**src/rtl/add_share_sched.sv**
```systemverilog
// add_share_sched: time-shares one 35-bit + 12-bit adder (36-bit result)
// between NREQ requesters. It arbitrates, captures the winner's operands,
// performs the add, and holds the result under a valid/ready handshake.
// Each requester owns a 35-bit running-sum accumulator with a sticky overflow flag.
//
// Build option:
//   ADD_SHARE_SCHED_RR_EN  defined     -> round-robin arbitration
//                          not defined -> fixed priority, lowest index wins

module add_share_sched #(
    parameter int NREQ = 4,
    parameter int IDW  = 3
) (
    input  logic                 clk,
    input  logic                 rst_n,
    input  logic [NREQ-1:0]      req_valid,
    output logic [NREQ-1:0]      req_ready,
    input  logic [NREQ*35-1:0]   req_a,
    input  logic [NREQ*12-1:0]   req_b,
    input  logic [NREQ-1:0]      req_acc,
    input  logic [NREQ-1:0]      acc_clr,
    output logic                 res_valid,
    input  logic                 res_ready,
    output logic [35:0]          res_sum,
    output logic [IDW-1:0]       res_id,
    output logic [NREQ-1:0]      acc_ovf
);

    typedef enum logic [1:0] {
        ST_IDLE = 2'd0,
        ST_ADD  = 2'd1,
        ST_RESP = 2'd2
    } state_t;

    state_t          state;
    state_t          state_nxt;

    // Arbitration results for the current cycle
    logic            grant_en;
    logic            grant_any;
    logic [NREQ-1:0] grant;
    logic [IDW-1:0]  grant_id;
    logic [34:0]     a_sel;
    logic [11:0]     b_sel;

    // Operands captured at the handshake, consumed in ADD
    logic [34:0]     a_q;
    logic [11:0]     b_q;
    logic [IDW-1:0]  id_q;

    // The shared adder; the 36-bit result never wraps
    logic [35:0]     sum;

    // Per-requester running sums
    logic [34:0]     acc [NREQ];

    // Arbitration search start (round-robin pointer, or constant 0)
    logic [IDW-1:0]  ptr;

    // Grants are only offered when the adder pipeline can take a new operand pair:
    // in IDLE, or in RESP in the same cycle the current result is consumed.
    assign grant_en = (state == ST_IDLE) || ((state == ST_RESP) && res_ready);

    // Combinational arbiter: search from ptr upward with wrap, first requester wins.
    always_comb begin : arb
        int idx;
        // NOTE: every variable assigned in always_comb gets a default first, so no path can infer a latch.
        grant     = '0;
        grant_any = 1'b0;
        grant_id  = '0;
        a_sel     = '0;
        b_sel     = '0;
        idx       = 0;
        if (grant_en) begin
            for (int k = 0; k < NREQ; k++) begin
                idx = int'(ptr) + k;
                if (idx >= NREQ) begin
                    idx = idx - NREQ;
                end
                if (!grant_any && req_valid[idx]) begin
                    grant_any   = 1'b1;
                    grant[idx]  = 1'b1;
                    grant_id    = IDW'(idx);
                    a_sel       = req_acc[idx] ? acc[idx] : req_a[35*idx +: 35];
                    b_sel       = req_b[12*idx +: 12];
                end
            end
        end
    end

    assign req_ready = grant;

`ifdef ADD_SHARE_SCHED_RR_EN
    // Round-robin pointer: after a grant to i, the next search starts at i+1 (mod NREQ).
    always_ff @(posedge clk or negedge rst_n) begin
        if (!rst_n) begin
            ptr <= '0;
        end else if (grant_any) begin
            ptr <= (int'(grant_id) == NREQ - 1) ? '0 : grant_id + 1'b1;
        end
    end
`else
    // Fixed priority: the search always starts at requester 0.
    assign ptr = '0;
`endif

    // State register
    always_ff @(posedge clk or negedge rst_n) begin
        if (!rst_n) begin
            // NOTE: sequential state uses non-blocking assignments so every register samples pre-edge values.
            state <= ST_IDLE;
        end else begin
            state <= state_nxt;
        end
    end

    // Next-state logic: IDLE -> ADD on grant, ADD -> RESP, RESP -> ADD/IDLE on consume
    always_comb begin
        state_nxt = state;
        case (state)
            ST_IDLE: begin
                if (grant_any) begin
                    state_nxt = ST_ADD;
                end
            end
            ST_ADD: begin
                state_nxt = ST_RESP;
            end
            ST_RESP: begin
                if (res_ready) begin
                    state_nxt = grant_any ? ST_ADD : ST_IDLE;
                end
            end
            default: begin
                state_nxt = ST_IDLE;
            end
        endcase
    end

    // Operand capture on every handshake
    always_ff @(posedge clk or negedge rst_n) begin
        if (!rst_n) begin
            a_q  <= '0;
            b_q  <= '0;
            id_q <= '0;
        end else if (grant_any) begin
            a_q  <= a_sel;
            b_q  <= b_sel;
            id_q <= grant_id;
        end
    end

    assign sum = {1'b0, a_q} + {24'd0, b_q};

    // Result register: loaded in ADD, held until the consumer accepts it
    always_ff @(posedge clk or negedge rst_n) begin
        if (!rst_n) begin
            res_valid <= 1'b0;
            res_sum   <= '0;
            res_id    <= '0;
        end else if (state == ST_ADD) begin
            res_valid <= 1'b1;
            res_sum   <= sum;
            res_id    <= id_q;
        end else if ((state == ST_RESP) && res_ready) begin
            res_valid <= 1'b0;
        end
    end

    // Accumulators: updated with the truncated sum on ADD->RESP; a clear on the same index wins
    always_ff @(posedge clk or negedge rst_n) begin
        if (!rst_n) begin
            // NOTE: the accumulator array is small and must start at zero, so it is reset like ordinary flops.
            for (int i = 0; i < NREQ; i++) begin
                acc[i] <= '0;
            end
            acc_ovf <= '0;
        end else begin
            for (int i = 0; i < NREQ; i++) begin
                if (acc_clr[i]) begin
                    acc[i]     <= '0;
                    acc_ovf[i] <= 1'b0;
                end else if ((state == ST_ADD) && (id_q == IDW'(i))) begin
                    acc[i]     <= sum[34:0];
                    acc_ovf[i] <= acc_ovf[i] | sum[35];
                end
            end
        end
    end

endmodule

```
**config.mk**
```make
export PLATFORM = sky130hd
export DESIGN_NAME = add_share_sched
export DESIGN_NICKNAME = d
export VERILOG_FILES = /design/src/rtl/add_share_sched.sv
export SDC_FILE = /design/constraint.sdc
export NUM_CORES = 1
export LEC_CHECK = 0
export CORE_MARGIN = 4
export CORE_UTILIZATION = 35
export CTS_BUF_LIST = sky130_fd_sc_hd__clkbuf_8
export DETAILED_ROUTE_END_ITERATION = 10
export MAX_ROUTING_LAYER = met4
export SLEW_MARGIN = 30
export SYNTH_ARGS = -nofsm -noshare
export SYNTH_HDL_FRONTEND = slang
export SYNTH_SLANG_ARGS = --single-unit
```
**constraint.sdc**
```tcl
create_clock -name clk -period 3.3 [get_ports clk]
set_clock_uncertainty 0.05 [all_clocks]
set_input_delay 0.66 -clock clk [delete_from_list [all_inputs] [get_ports clk]]
set_output_delay 0.66 -clock clk [all_outputs]
set_load 0.1 [all_outputs]
```
[Word level (Yosys, flattened, before mapping)]
Cells that the tools add are included.
Storage, ports and cells
  bits of input ports: 203
  output and inout bits: 48
  memory bits (read-only): 0
  RAM bits: 0
  register bits: 236
  latch bits: 0
  logic and storage cells: 191
  memories: 0
Operators by class
  reductions and logical operators: 24
  shift operators: 8
  multiply operators: 8
  mux-type cells: 105
  bitwise operators: 11
  equal/unequal tests: 7
  add/subtract/negate cells: 1
  $lt $le $gt $ge: 12
  div/mod/pow operators: 0
Operators by type and width (count)
  two-way mux 35 bit: 25
  variable part select 140 x 32 -> 35 bit: 4
  binary-select mux 35 bit (select 2 bit): 4
  variable part select 48 x 32 -> 12 bit: 4
  >= comparator 32 x 1 -> 1 bit, second input constant: 4
  >= comparator 32 x 3 -> 1 bit, second input constant: 4
  < comparator 32 x 4 -> 1 bit, second input constant: 4
  multiplier 3 x 32 -> 30 bit, first input constant: 4
  multiplier 7 x 32 -> 32 bit, first input constant: 4
  two-way mux 32 bit: 4
  NOT 32 bit: 4
  two-way mux 12 bit: 5
  two-way mux 1 bit: 39
  adder 35 x 12 -> 36 bit: 1
  two-way mux 4 bit: 8
  binary-select mux 1 bit (select 2 bit): 8
  two-way mux 3 bit: 5
  logical AND 1 bit: 12
  bitwise OR 4 bit: 3
  nonzero test 2 bit: 5
  demux 1 bit (select 2 bit): 4
  == test 3 x 2 -> 1 bit, second input constant: 2
  case mux 2 bit (3 select lines): 1
  two-way mux 2 bit: 2
  other kinds (10): 16

[Depth between registers and ports, before layout]
Gate-level depths: netlist of the first run.
  depth after elaboration: 24
  gate-level depth with buffers: 10
  depth with buffers taken out: 9

[Least setup slack after synthesis of the first run]
No wires, ideal clock.
  path kind: input to output
  start: in req_valid[1]
  end: out req_ready[3]
  path slack: -0.134 ns
  required time: 2.590 ns
  arrival time: 2.724 ns
  stages: 5
  path buffers: 2
  path through: clkbuf_1 > nor3_1 > nand2_1 > clkbuf_1 > nor2_1
Between the ends
  word-level cells in the longest chain between the ends: 17
  elaborated cells on any way between the ends: 35
  classes of those cells: mux (26); bitwise (3); reduce/logical (6)
RTL lines
  start: declaration: line 16  | input logic [NREQ-1:0] req_valid,
  binary-select mux 1 bit (select 2 bit): line 80  | if (!grant_any && req_valid[idx]) begin
  two-way mux 1 bit (not written as such) (2 in a row): line 80
  two-way mux 1 bit: line 80
  two-way mux 1 bit: line 74  | if (grant_en) begin
  logical NOT 1 bit: line 80
  logical AND 1 bit: line 80
  two-way mux 1 bit: line 80
  two-way mux 1 bit: line 74
  logical NOT 1 bit: line 80
  logical AND 1 bit: line 80
  two-way mux 1 bit: line 80
  two-way mux 1 bit: line 74
  logical NOT 1 bit: line 80
  logical AND 1 bit: line 80
  two-way mux 4 bit *: line 80
  two-way mux 4 bit *: line 74
  end: declaration: line 17  | output logic [NREQ-1:0] req_ready,
Mark *: on every way between the ends. The rest lies on a longest branch, timed or not. The select of a mux whose other input is x is not followed.

[Final worst setup path of the first run]
  start: reg a_q[0]
  end: reg acc[104] (netlist name)
Between the ends
  word-level cells in the longest chain between the ends: 3
RTL lines
  start: declaration: line 47  | logic [34:0] a_q;
  start signal: assignment: line 147  | a_q <= a_sel;
  adder 35 x 12 -> 36 bit: line 153  | assign sum = {1'b0, a_q} + {24'd0, b_q};
  two-way mux 35 bit: line 183  | end else if ((state == ST_ADD) && (id_q == IDW'(i))) begin
  two-way mux 35 bit: line 180  | if (acc_clr[i]) begin
  end signal: indexed assignment: line 184  | acc[i] <= sum[34:0];
  end: declaration: line 55  | logic [34:0] acc [NREQ];
Every way passes these cells. The select of a mux whose other input is x is not followed.
A chain may end at the register's enable or synchronous reset.

==> impl_metrics.csv, run 1 <==
group,metric,value,unit
outcome,outcome,"finished clean",
place,hpwl,34.3,mm
worst_setup_path,r2r_start,"a_q[0]",
global_routing,grt_pass1_wl,72.7,mm
floorplanning,rows,69,
cells_and_area,n_fill_cell,3422,
detailed_routing,vias,11612,
timing,grt_setup_unrepaired,"no",
synth,syn-num-nets,1567,
pwr,p_sw_share,47.6,%
pwr,p_int,0.00726,W
floorplanning,die_x,198,um
cells_and_area,area_growth,31.8,%
synth,synthTopCellsByArea,"dfrtp_1 (46%), mux2i_1 (8.3%), nand2_1 (6.8%)",
synth,async_flop_share,100,%
synth,synth-edff-count,0,
worst_setup_path,critPathKind,"flip-flop to flip-flop",
detailed_routing,initialDrtViolationCount,681,
pwr,total_leakage_power,7.26,nW
floorplanning,ios,251,
min_path,hold_class,"input pin to async pin",
worst_setup_path,worstPathRequired,3.69,ns
synth,syn-cell-area,12700,um2
worst_setup_path,end_kind,"flip-flop",
synth,ys.flop_type,"dfrtp_1",
pwr,p_per_area,830,nW/um2
cts,clock_sinks,234,
cts,clockBufferDepth,3,
cts,cts_tree,"yes",
global_routing,grt_overflow,0,
timing,fmax,0.327,GHz
timing,finalCritPeriodShare,92.8,%
timing,setup_viol,0,
detailed_routing,detail-route-antenna-nets,0,
worst_setup_path,r2r_cells,10,
worst_setup_path,crit_path_start,"a_q[0]",
worst_setup_path,cp.arrival,3.45,ns
worst_setup_path,crit_fanout,11,
timing,tns,0,ns
global_routing,grt_antenna_before_repair,2,
detailed_routing,avgViaCountPerCell,5.57,
cells_and_area,final_common_cell,"dfrtp_1",
global_routing,grt_use_total,24.8,%
synth,synth_cells,1351,
synth,syn_avg_cell_area,9.38,um2
synth,yosys_register_bits,234,
timing,worstMarginPinSlew,0.829,ns
cts,cts-root-buf,"clkbuf_8",
floorplanning,fp.dieArea,39300,um2
place,io_buffers,249,
timing,hold_viol_final,0,
synth,yosysUniqueCellTypes,67,
cts,clk_pin_slew,0.07,ns
timing,slew_headroom,44.4,%
cells_and_area,layout_common_cells,"dfrtp_1 (234), nand2_1 (228), clkdlybuf4s50_1 (195), o21ai_0 (157), mux2i_1 (105)",
pwr,comb_power_share,47.5,%
place,place_congestion,0.923,
cts,post-cts-setup-buffer-count,0,
pwr,peakVddDrop,0.496,mV
pwr,p_switching,0.00661,W
synth,ys_seq_area_share,46.2,%
timing,period_minus_slack,3.06,ns
worst_setup_path,cp-start-kind,"flip-flop",
cells_and_area,layout-drive-gt1-share,15.1,%
detailed_routing,wirelength,48.3,mm
cells_and_area,finalNetCount,1806,
synth,synth_top_cell_area_share,46.2,%
floorplanning,start_util,35.6,%
cts,htreeDepth,2,
global_routing,grt_pass1_vias,11885,
detailed_routing,drt_first_pass_iters,5,
cts,cts.repair.resized,0,
pwr,seqPwrFrac,31.9,%
detailed_routing,drc_errors,0,
cts,cts-buffers-inserted,41,
run,drv_cap,0,
floorplanning,coreArea,35700,um2
floorplanning,die_y,198,um
timing,slew_violations,0,
global_routing,grt_max_degree,93,
synth,yosys.area.top_type,"dfrtp_1",
cells_and_area,final_util,46.9,%
synth,ys_warn_count,0,
cts,cts_hold_buf,0,
cts,clkLatencyLatePin,0.56,ns
detailed_routing,wire_per_inst,23.2,um
pwr,power_frac_clock,20.6,%
Yosys cell counts, types with 5 or more instances:
master	instances
a31oi_1	12
o211ai_1	8
buf_2	7
nand4_1	8
mux2i_1	105
nand2b_1	5
nand3_1	21
a22o_1	45
inv_1	13
dfrtp_1	234
nor4_1	8
o21a_1	6
a211oi_1	30
nor2_1	94
or4_1	5
xor2_1	12
and2_1	8
clkbuf_1	85
nor3_1	14
nand2_1	228
or3_1	7
a22oi_1	12
buf_1	13
o221ai_1	22
ha_1	12
a21o_1	5
xnor2_1	10
mux2_2	43
a221oi_1	12
and3_1	6
a21oi_1	26
o21ai_0	157
o22ai_1	17
worst max-delay path, cell delays in order, from the launching register on:
cell and delay [ns]:
dfrtp_1 0.35, ha_1 0.18, inv_1 0.06, fa_1 0.41
nor2b_1 0.17, o2111ai_1 0.17, a311oi_1 0.33, buf_4 0.25
o211ai_1 0.24, or3_1 0.45, a311oi_1 0.30
power groups by stage:
| stage | Combinational [W] | Clock, W | Sequential [W] |
|---|---|---|---|
| 2_1_floorplan | 0.00296 | 0 | 0.00574 |
| 3_3_place_gp | 0.00652 | 0 | 0.00444 |
| 3_5_place_dp | 0.00659 | 0 | 0.00445 |
| 4_1_cts | 0.00661 | 0.00291 | 0.00442 |
| 5_1_grt | 0.00709 | 0.00304 | 0.00453 |
| 6_report | 0.00659 | 0.00286 | 0.00442 |
flip-flops by register name (all words and copies together) (netlist names):
| register | count |
|---|---|
| b_q | 12 |
| id_q | 2 |
| a_q | 35 |
| res_sum | 36 |
| acc_ovf | 4 |
| res_id | 2 |
| res_valid | 1 |
| state | 2 |
| acc | 140 |
cell families (layout without fill, tap and decap cells):
group	after synthesis	count (layout)	share of synthesized area (%)
adders and majority gates	13	13	1.34
other	1	3	0.0296
buffers and inverters	120	389	3.71
xor gates and xnor gates	22	22	1.52
DFF	234	234	46.2
and+or+nand+nor	428	428	14.9
muxes	149	149	12.2
AOI/OAI and AO/OA	384	384	20.1
final timing paths:
kind                               end  slack, ns
setup / recovery              acc[104]       0.24
hold / removal             res_sum[14]       0.09
setup reg to reg              acc[104]       0.24
hold reg to reg                acc[59]       0.43
max in group asynchronous     acc[122]       2.30
min in group clk               acc[59]       0.43
layout make-up:
cell class	count	area [um2]	area share (%)
Timing Repair Buffer	303	2930	17.5
Inverter	13	48.8	0.292
Antenna cell	2	5.00	0.0299
Multi-Input combinational cell	997	6420	38.4
Clock inverter	17	104	0.621
Tap cell	461	577	3.45
Clock buffer	56	771	4.61
Sequential cell	234	5860	35.0
metal layers:
metal  vias to the layer above  track usage (%)  part of all wire (%)  routed length, um
met5                         -                -                     0                  0
met4                         0             5.89                   2.2               1060
met3                        82             4.85                   6.9               3360
met2                       454             40.1                    48              23300
met1                      5687             32.4                    43              20600
li1                       5389                -                     -                  -
through the flow:
stage	setup WS [ns]	std cells	hold WS, ns	power [W]	area, um2
4_1_cts	0.263	2081	0.113	0.0139	16700
5_1_grt	0.0421	2083	0.120	0.0147	16700
6_report	0.237	2083	0.0899	0.0139	16700
3_3_place_gp	0.414	2008	0.407	0.0110	15800
2_1_floorplan	0.325	1351	0.314	0.00870	12700
3_5_place_dp	0.274	2008	0.417	0.0110	15800
Note: power is estimated with default switching activity, not from simulation.
==> run 2, diff against run 1 <==
--- a/config.mk
+++ b/config.mk
@@ -5,11 +5,14 @@
 export SDC_FILE = /design/constraint.sdc
 export NUM_CORES = 1
 export LEC_CHECK = 0
+export ABC_AREA = 1
+export ABC_CLOCK_PERIOD_IN_PS = 3300
 export CORE_MARGIN = 4
 export CORE_UTILIZATION = 35
 export CTS_BUF_LIST = sky130_fd_sc_hd__clkbuf_8
 export DETAILED_ROUTE_END_ITERATION = 10
 export MAX_ROUTING_LAYER = met4
+export REMOVE_ABC_BUFFERS = 1
 export SLEW_MARGIN = 30
 export SYNTH_ARGS = -nofsm -noshare
 export SYNTH_HDL_FRONTEND = slang
==> impl_metrics.csv, run 2 <==
group,metric,value,unit
cts,cts_hold_buf,0,
cells_and_area,layout-drive-gt1-share,10.8,%
global_routing,grt_pass1_vias,12819,
pwr,seqPwrFrac,29.1,%
timing,hold_viol_final,0,
cells_and_area,finalNetCount,2135,
worst_setup_path,cp-start-kind,"input pin",
cts,htreeDepth,2,
global_routing,grt_max_degree,75,
floorplanning,fp.dieArea,39500,um2
floorplanning,die_x,199,um
cts,clockBufferDepth,3,
floorplanning,start_util,35.6,%
synth,yosysUniqueCellTypes,43,
global_routing,grt_antenna_before_repair,0,
cts,cts_tree,"yes",
timing,tns,0,ns
timing,worstMarginPinSlew,1.04,ns
place,place_congestion,0.904,
detailed_routing,initialDrtViolationCount,1117,
min_path,hold_class,"input pin to async pin",
outcome,outcome,"finished clean",
place,hpwl,35.9,mm
timing,period_minus_slack,2.82,ns
cts,cts-root-buf,"clkbuf_8",
place,io_buffers,249,
detailed_routing,drt_first_pass_iters,5,
synth,ys_warn_count,0,
cts,clkLatencyLatePin,0.56,ns
run,drv_cap,0,
synth,yosys_register_bits,234,
synth,synthTopCellsByArea,"dfrtp_1 (46%), nand2_1 (13%), o21ai_0 (6.8%)",
global_routing,grt_use_total,26.2,%
pwr,comb_power_share,50.7,%
cells_and_area,final_common_cell,"nand2_1",
cells_and_area,top_register,"acc",
pwr,total_leakage_power,7.90,nW
pwr,p_per_area,870,nW/um2
synth,syn_avg_cell_area,7.62,um2
detailed_routing,wirelength,51.5,mm
timing,final.setup.worst_slack,0.478,ns
timing,fmax,0.354,GHz
cells_and_area,n_fill_cell,3646,
pwr,power_frac_clock,20.3,%
synth,synth_cells,1669,
timing,slew_violations,0,
floorplanning,rows,69,
pwr,power,0.0145,W
worst_setup_path,critPathKind,"input pin to output pin",
detailed_routing,vias,12939,
synth,async_flop_share,100,%
cts,clock_sinks,234,
global_routing,grt_overflow,0,
place,place_area,15700,um2
place,dp_slack,0.463,ns
cts,cts-buffers-inserted,45,
worst_setup_path,worstPathRequired,2.59,ns
cts,post-cts-setup-buffer-count,0,
detailed_routing,detail-route-antenna-nets,0,
detailed_routing,drc_errors,0,
cells_and_area,layout_common_cells,"nand2_1 (454), dfrtp_1 (234), clkdlybuf4s50_1 (197), o21ai_0 (172), inv_1 (167)",
synth,synth_commonest_cells,"nand2_1 (454), dfrtp_1 (234), o21ai_0 (172)",
timing,finalCritPeriodShare,85.5,%
pwr,p_sw_share,49.8,%
cells_and_area,area_growth,30.8,%
synth,synth-edff-count,0,
synth,ys_seq_area_share,46.0,%
floorplanning,coreArea,35700,um2
worst_setup_path,crit_fanout,5,
timing,slew_headroom,30.8,%
floorplanning,die_y,199,um
global_routing,grt_pass1_wl,77.1,mm
synth,syn-cell-area,12700,um2
worst_setup_path,cp.arrival,2.11,ns
detailed_routing,wire_per_inst,21.3,um
pwr,p_switching,0.00721,W
synth,synth.most_common_cell,"nand2_1",
worst_setup_path,end_kind,"output pin",
pwr,p_int,0.00726,W
cells_and_area,top_regs,"acc (140), res_sum (36), a_q (35)",
cts,cts.repair.resized,0,
pwr,peakVddDrop,0.468,mV
detailed_routing,avgViaCountPerCell,5.36,
cells_and_area,largest_reg_flops,140,
floorplanning,ios,251,
synth,yosys.area.top_type,"dfrtp_1",
cells_and_area,final_area,16600,um2
cts,clk_pin_slew,0.05,ns
synth,synth_top_cell_area_share,46.0,%
timing,setup_viol,0,
synth,ys.flop_type,"dfrtp_1",
timing,grt_setup_unrepaired,"no",
==> run 2: changes by cell type in the layout (fill, tap and decap cells not counted), sizes merged, moves of 23 or more <==
cell,previous run,this run
inv,22,183
a21oi,26,59
o211ai,9,33
a22o,45,0
a211oi,32,0
mux2,44,7
nand2,229,459
nand3,21,144
o21ai,159,182
nor2,94,125
mux2i,105,9
o22ai,17,57
==> run 2: worst paths after layout <==
kind / startpoint / end / slack (ns) / cells after the start
setup / recovery: res_ready / req_ready[0] / 0.48 / 6
hold / removal: rst_n / res_sum[0] / 0.05 / 1
setup reg to reg: b_q[0] / acc[98] / 0.70 / 13
hold reg to reg: res_sum[13] / res_sum[13] / 0.43 / 2
max in group asynchronous: rst_n / acc[78] / 2.35 / 2
min in group clk: res_sum[13] / res_sum[13] / 0.43 / 2
==> run 2: cells by family (layout without fill, tap and decap cells) <==
logic type | after synthesis | after routing | synth area share (%)
AOI/OAI and AO/OA | 385 | 385 | 17.5
xor gates and xnor gates | 13 | 13 | 1.07
adders and majority gates | 13 | 13 | 1.34
buffers and inverters | 254 | 539 | 7.92
DFF | 234 | 234 | 46.0
muxes | 16 | 16 | 1.33
other | 1 | 2 | 0.0295
and+or+nand+nor | 753 | 753 | 24.8
==> run 2: cell type report <==
class / instances / area (um2) / area share (%)
clock inverter: 29 / 181 / 1.09
inverter: 165 / 619 / 3.72
antenna: 1 / 2.50 / 0.0150
clock buffer: 53 / 729 / 4.39
multi-input combinational: 1181 / 5860 / 35.2
sequential: 234 / 5860 / 35.2
tap: 461 / 577 / 3.47
timing repair buffer: 292 / 2810 / 16.9
==> run 2: worst max-delay path, stage by stage <==
cell	delay, ns
clkdlybuf4s50_1	0.46
nand3_1	0.11
o21ai_2	0.14
inv_1	0.19
nor2_1	0.32
buf_12	0.22
==> run 2: metal layers <==
layer  share of wire [%]  track usage (%)  up-vias  wire (um)
li1                    -                -     6076          -
met1                  43             34.3     6240      22200
met2                  47             42.7      538      24400
met3                 7.0             4.12       85       3580
met4                 2.5             6.94        0       1300
met5                   0                -        -          0
==> run 2: power groups by stage <==
stage / logic, W / clock network, W / registers, W
final: 0.00733 / 0.00294 / 0.00420
after global placement: 0.00726 / 0 / 0.00423
after floorplan: 0.00336 / 0 / 0.00564
after CTS: 0.00733 / 0.00298 / 0.00420
after global routing: 0.00793 / 0.00313 / 0.00428
after detailed placement: 0.00730 / 0 / 0.00423
==> run 2: per-stage QoR <==
stage               hold WS, ns  cells  utilization, %
finish                   0.0465   2416            46.5
global route             0.0678   2415            46.5
CTS                      0.0476   2415            46.5
detailed placement        0.412   2333            44.0
global placement          0.408   2333            44.0
floorplan                 0.314   1580               -
